[config.mk]
export PLATFORM = sky130hd
export DESIGN_NAME = vend_dispense_arbiter
export DESIGN_NICKNAME = d
export VERILOG_FILES = /design/src/rtl/vend_pkg.sv /design/src/rtl/rr_arb2.sv /design/src/rtl/vend_dispense_arbiter.sv
export SDC_FILE = /design/constraint.sdc
export NUM_CORES = 1
export LEC_CHECK = 0
export BUFFER_PORTS_ARGS = -buffer_cell sky130_fd_sc_hd__buf_2
export CAP_MARGIN = 20
export CORE_ASPECT_RATIO = 1.2
export CORE_MARGIN = 2
export CORE_UTILIZATION = 46
export CTS_BUF_LIST = sky130_fd_sc_hd__clkbuf_8 sky130_fd_sc_hd__clkbuf_16
export CTS_CLUSTER_SIZE = 30
export DETAILED_ROUTE_END_ITERATION = 8
export GPL_TIMING_DRIVEN = 1
export PLACE_DENSITY = 0.79
export SYNTH_ARGS = -nofsm -noshare
export SYNTH_HDL_FRONTEND = slang
export SYNTH_HIERARCHICAL = 1
export SYNTH_SLANG_ARGS = --single-unit
[constraint.sdc]
create_clock -name clk -period 1.7 [get_ports clk]
set_input_delay 0.51 -clock clk [delete_from_list [all_inputs] [get_ports clk]]
set_output_delay 0.51 -clock clk [all_outputs]
set_load 0.02 [all_outputs]
[src/rtl/vend_pkg.sv]
`default_nettype none
// ============================================================================
// Module   : vend_pkg
// Purpose  : Shared types and default constants for the vend dispense arbiter.
// Revision : 1.0 - initial release
// ============================================================================
package vend_pkg;

    localparam int c_num_req     = 2;
    localparam int c_timeout_def = 16;
    localparam int c_chg_def     = 2;

    typedef enum logic [2:0] {
        ST_IDLE      = 3'd0,
        ST_GRANT     = 3'd1,
        ST_WAIT_DONE = 3'd2,
        ST_RET_CHG   = 3'd3,
        ST_ACK       = 3'd4,
        ST_FAULT     = 3'd5
    } vend_state_t;

endpackage : vend_pkg
`default_nettype wire

[src/rtl/rr_arb2.sv]
`default_nettype none
// ============================================================================
// Module   : rr_arb2
// Purpose  : Two-way round-robin picker; on contention the side not served
//            last wins.
// Revision : 1.0 - initial release
// ============================================================================
module rr_arb2
    import vend_pkg::*;
(
    input  logic [c_num_req-1:0] req,
    input  logic                 last,
    output logic [c_num_req-1:0] win
);

    assign win[0] = req[0] & (~req[1] | last);
    assign win[1] = req[1] & (~req[0] | ~last);

endmodule : rr_arb2
`default_nettype wire

[src/rtl/vend_dispense_arbiter.sv]
`default_nettype none
// ============================================================================
// Module   : vend_dispense_arbiter
// Purpose  : Arbitrates two vend requesters onto one dispenser, with change
//            return, dispense timeout fault and round-robin fairness.
// Revision : 1.0 - initial release
// ============================================================================
module vend_dispense_arbiter
    import vend_pkg::*;
#(
    parameter int TIMEOUT_CYC = c_timeout_def,
    parameter int CHG_CYC     = c_chg_def
) (
    input  logic                 clk,
    input  logic                 reset,
    input  logic [c_num_req-1:0] req,
    input  logic [c_num_req-1:0] chg,
    input  logic                 disp_done,
    input  logic                 fault_clr,
    output logic [c_num_req-1:0] grant,
    output logic                 disp_start,
    output logic                 coin_ret,
    output logic [c_num_req-1:0] ack,
    output logic                 busy,
    output logic                 fault
);

    localparam int c_cw = $clog2(TIMEOUT_CYC) + 1;

    vend_state_t          r_state, w_state_nxt;
    logic [c_cw-1:0]      r_cnt, w_cnt_nxt;
    logic                 r_last, w_last_nxt;
    logic                 r_owner, w_owner_nxt;
    logic                 r_chg, w_chg_nxt;
    logic [c_num_req-1:0] w_win;
    logic [c_num_req-1:0] w_own_oh;

    rr_arb2 u_rr_arb2 (
        .req  (req),
        .last (r_last),
        .win  (w_win)
    );

    always_ff @(posedge clk or posedge reset) begin
        if (reset) begin
            r_state <= ST_IDLE;
            r_cnt   <= '0;
            r_last  <= 1'b1;
            r_owner <= 1'b0;
            r_chg   <= 1'b0;
        end else begin
            r_state <= w_state_nxt;
            r_cnt   <= w_cnt_nxt;
            r_last  <= w_last_nxt;
            r_owner <= w_owner_nxt;
            r_chg   <= w_chg_nxt;
        end
    end

    always_comb begin
        w_state_nxt = r_state;
        w_cnt_nxt   = r_cnt;
        w_last_nxt  = r_last;
        w_owner_nxt = r_owner;
        w_chg_nxt   = r_chg;
        case (r_state)
            ST_IDLE: begin
                if (|req) begin
                    w_state_nxt = ST_GRANT;
                    w_owner_nxt = w_win[1];
                    w_chg_nxt   = w_win[1] ? chg[1] : chg[0];
                end
            end
            ST_GRANT: begin
                w_state_nxt = ST_WAIT_DONE;
                w_cnt_nxt   = '0;
            end
            ST_WAIT_DONE: begin
                // A done arriving on the final count still completes normally.
                if (disp_done) begin
                    w_state_nxt = r_chg ? ST_RET_CHG : ST_ACK;
                    w_cnt_nxt   = '0;
                end else if (r_cnt == c_cw'(TIMEOUT_CYC - 1)) begin
                    w_state_nxt = ST_FAULT;
                end else begin
                    w_cnt_nxt = r_cnt + c_cw'(1);
                end
            end
            ST_RET_CHG: begin
                if (r_cnt == c_cw'(CHG_CYC - 1)) begin
                    w_state_nxt = ST_ACK;
                end else begin
                    w_cnt_nxt = r_cnt + c_cw'(1);
                end
            end
            ST_ACK: begin
                w_state_nxt = ST_IDLE;
                w_last_nxt  = r_owner;
            end
            ST_FAULT: begin
                if (fault_clr) begin
                    w_state_nxt = ST_IDLE;
                end
            end
            default: begin
                w_state_nxt = ST_IDLE;
            end
        endcase
    end

    assign w_own_oh   = {r_owner, ~r_owner};
    assign grant      = ((r_state == ST_GRANT) || (r_state == ST_WAIT_DONE) ||
                         (r_state == ST_RET_CHG) || (r_state == ST_ACK)) ? w_own_oh : '0;
    assign ack        = (r_state == ST_ACK) ? w_own_oh : '0;
    assign disp_start = (r_state == ST_GRANT);
    assign coin_ret   = (r_state == ST_RET_CHG);
    assign busy       = (r_state != ST_IDLE);
    assign fault      = (r_state == ST_FAULT);

endmodule : vend_dispense_arbiter
`default_nettype wire

==> metrics.cfg <==
[detailed_routing]
drt-total-wl_um = 2590
dr.pass1.iters = 4
dr_total_vias = 836
wl_per_cell_um = 18.5
drt-initial-drc-count = 7
drtAntennaViolNets = 0
drc_errors = 0
vias_per_cell = 5.97

[cells_and_area]
fin_util = 0.819
diodes = 0
syn_to_final_growth_pct = 64.3
drive_gt1_frac = 0.569
nets = 135
instances_no_fill = 140

[global_routing]
grt_pass1_wl_um = 3110
grt_pass1_vias = 773
globalRouteOverflowTotal = 0
grtUsageTotal = 0.253
grt_max_degree = 16
antenna_found_initial = 0

[placed_design]
portBuffers = 15
place_ws_ps = -132
gp_congestion = 0.837
dpl.hpwl_um = 1330
post-place-cells = 119

[power]
ir_worst_vdd_mv = 0.893
leakagePower_nw = 0.570
p_per_area_nw_per_um2 = 2060

[synth]
synthesis.nets = 94
syn-cell-area_um2 = 729
yosysWarnings = 6
syn_inst = 83
syn_area_per_cell_um2 = 8.79

[sta]
fin_skew_ps = 1.55
rsz0062_at_grt = true
fmax_mhz = 526
worst_pin_slew_ps = 548
fin_crit_sh = 1.12
hold_violations = 0
setup_viol = 12
timing.final.crit_period_ps = 1900
slew_violations = 0
maxSlewHeadroom = 0.629
fin_ws_ps = -203

[floorplan]
chipHeight_um = 47.6
boundaryPins = 16
row_count = 15
die_w_um = 40.4
die-area_um2 = 1920
core-area_um2 = 1460
start_util = 0.498

[setup_path]
path_cells = or3_4, nand2_4, nor2_2, buf_6
arrival_ps = 1390
path_class = flip-flop to primary output
endpoint_kind = primary output
path_max_fanout = 4
cpMaxStageDelayCell = dfrtp_2
worstPathRequired_ps = 1190
slowest_delay_ps = 450
critPathLaunchType = flip-flop

[clock_tree]
cts.clk_slew.worst_paths_ps = 50
clock_latency_ps = 250
cts_root_buffer = clkbuf_8
ctsHoldBuffers = 0
cts.path.max_buffers = 2
cts_sinks = 11
htreeDepth = 1
cts_tree = done
numCtsBuffers = 3

[hold_path]
hp-class = input port to async pin

[run]
max_cap_violations = 0

[status]
violations = setup timing
status = finished with violations

[stage by stage]
stage / hold WS (ps) / power [mW] / TNS, ps / cell area, um2
after global routing: 314 / 2.60 / -2310 / 1200
final: 270 / 2.47 / -1530 / 1200
after detailed placement: 510 / 1.50 / -636 / 881
after global placement: 499 / 1.46 / -220 / 881
after CTS: 273 / 1.95 / -1000 / 992
after floorplan: 362 / 1.20 / 0 / 746
[layer usage]
metal	GRT usage	share of wire	vias to the layer above	wire length, um
li1	-	-	377	-
met1	0.240	0.36	434	933
met2	0.441	0.58	14	1500
met3	0.0651	0.017	11	43
met4	0.213	0.046	0	119
met5	0	0	-	0
[timing repair]
action	in CTS	in global routing
pin swaps	5	14
buffers inserted	3	14
endpoints found under the setup margin	15	16
gates resized for setup	17	28
[path summary, 6_finish.rpt]
path                                             start                     end  slack [ps]  cells past startpoint
min in group clk                             fault_clr  r_state[2]$_DFFE_PP0P_         500                      2
max in group asynchronous                        reset  r_state[1]$_DFFE_PP0P_        1080                      2
worst min-delay path                             reset    r_cnt[1]$_DFFE_PP0P_         270                      2
worst max-delay path            r_state[1]$_DFFE_PP0P_                grant[0]        -200                      4
worst max register to register    r_cnt[1]$_DFFE_PP0P_    r_cnt[3]$_DFFE_PP0P_        -160                      7
worst min register to register      r_last$_DFFE_PP1N_      r_last$_DFFE_PP1N_         520                      1
[area by class of cell]
type                            instances  area, um2
Tap cell                               17       21.3
Inverter                                7       26.3
Clock inverter                          1       3.75
Sequential cell                        11        279
Multi-Input combinational cell         62        514
Fill cell                              79        265
Clock buffer                            3       41.3
Timing Repair Buffer                   39        313
[flip-flops by register name (all words and copies together), names as in the netlist]
signal and count:
r_state 3, r_cnt 5, r_last 1, r_chg 1, r_owner 1
[power by group]
group | switching, mW | leakage, nW | internal, mW | total (mW)
Sequential | 0.110 | 0.138 | 0.368 | 0.478
Combinational | 0.846 | 0.406 | 0.876 | 1.72
Clock | 0.114 | 0.0269 | 0.160 | 0.274
[layout by cell type, fill, tap and decap left out, drive strengths merged]
| master | instances |
|---|---|
| ha | 3 |
| and3 | 2 |
| and2b | 1 |
| nor4b | 1 |
| a221oi | 1 |
| nor3 | 2 |
| o22ai | 1 |
| a211oi | 1 |
| mux2i | 1 |
| o41ai | 2 |
| dfstp | 1 |
| a221o | 1 |
| nand2b | 2 |
| nand3 | 1 |
| a31o | 2 |
| buf | 39 |
| nor2 | 10 |
| inv | 8 |
| o21a | 1 |
| o31ai | 2 |
| a31oi | 1 |
| and3b | 1 |
| or3 | 1 |
| a21oi | 2 |
| clkbuf | 3 |
| or4b | 1 |
| mux2 | 1 |
| a21boi | 1 |
| nor2b | 2 |
| dfrtp | 10 |
| nand2 | 7 |
| a21o | 1 |
| nor3b | 1 |
| or2 | 1 |
| o21ai | 8 |
[critical path: cells and delay by family (launching register included)]
kind / cells / cell delay, ps
buffers and inverters: 1 / 130
flip-flops: 1 / 450
AND/OR/NAND/NOR: 3 / 570
(Power assumes the default switching activity.)
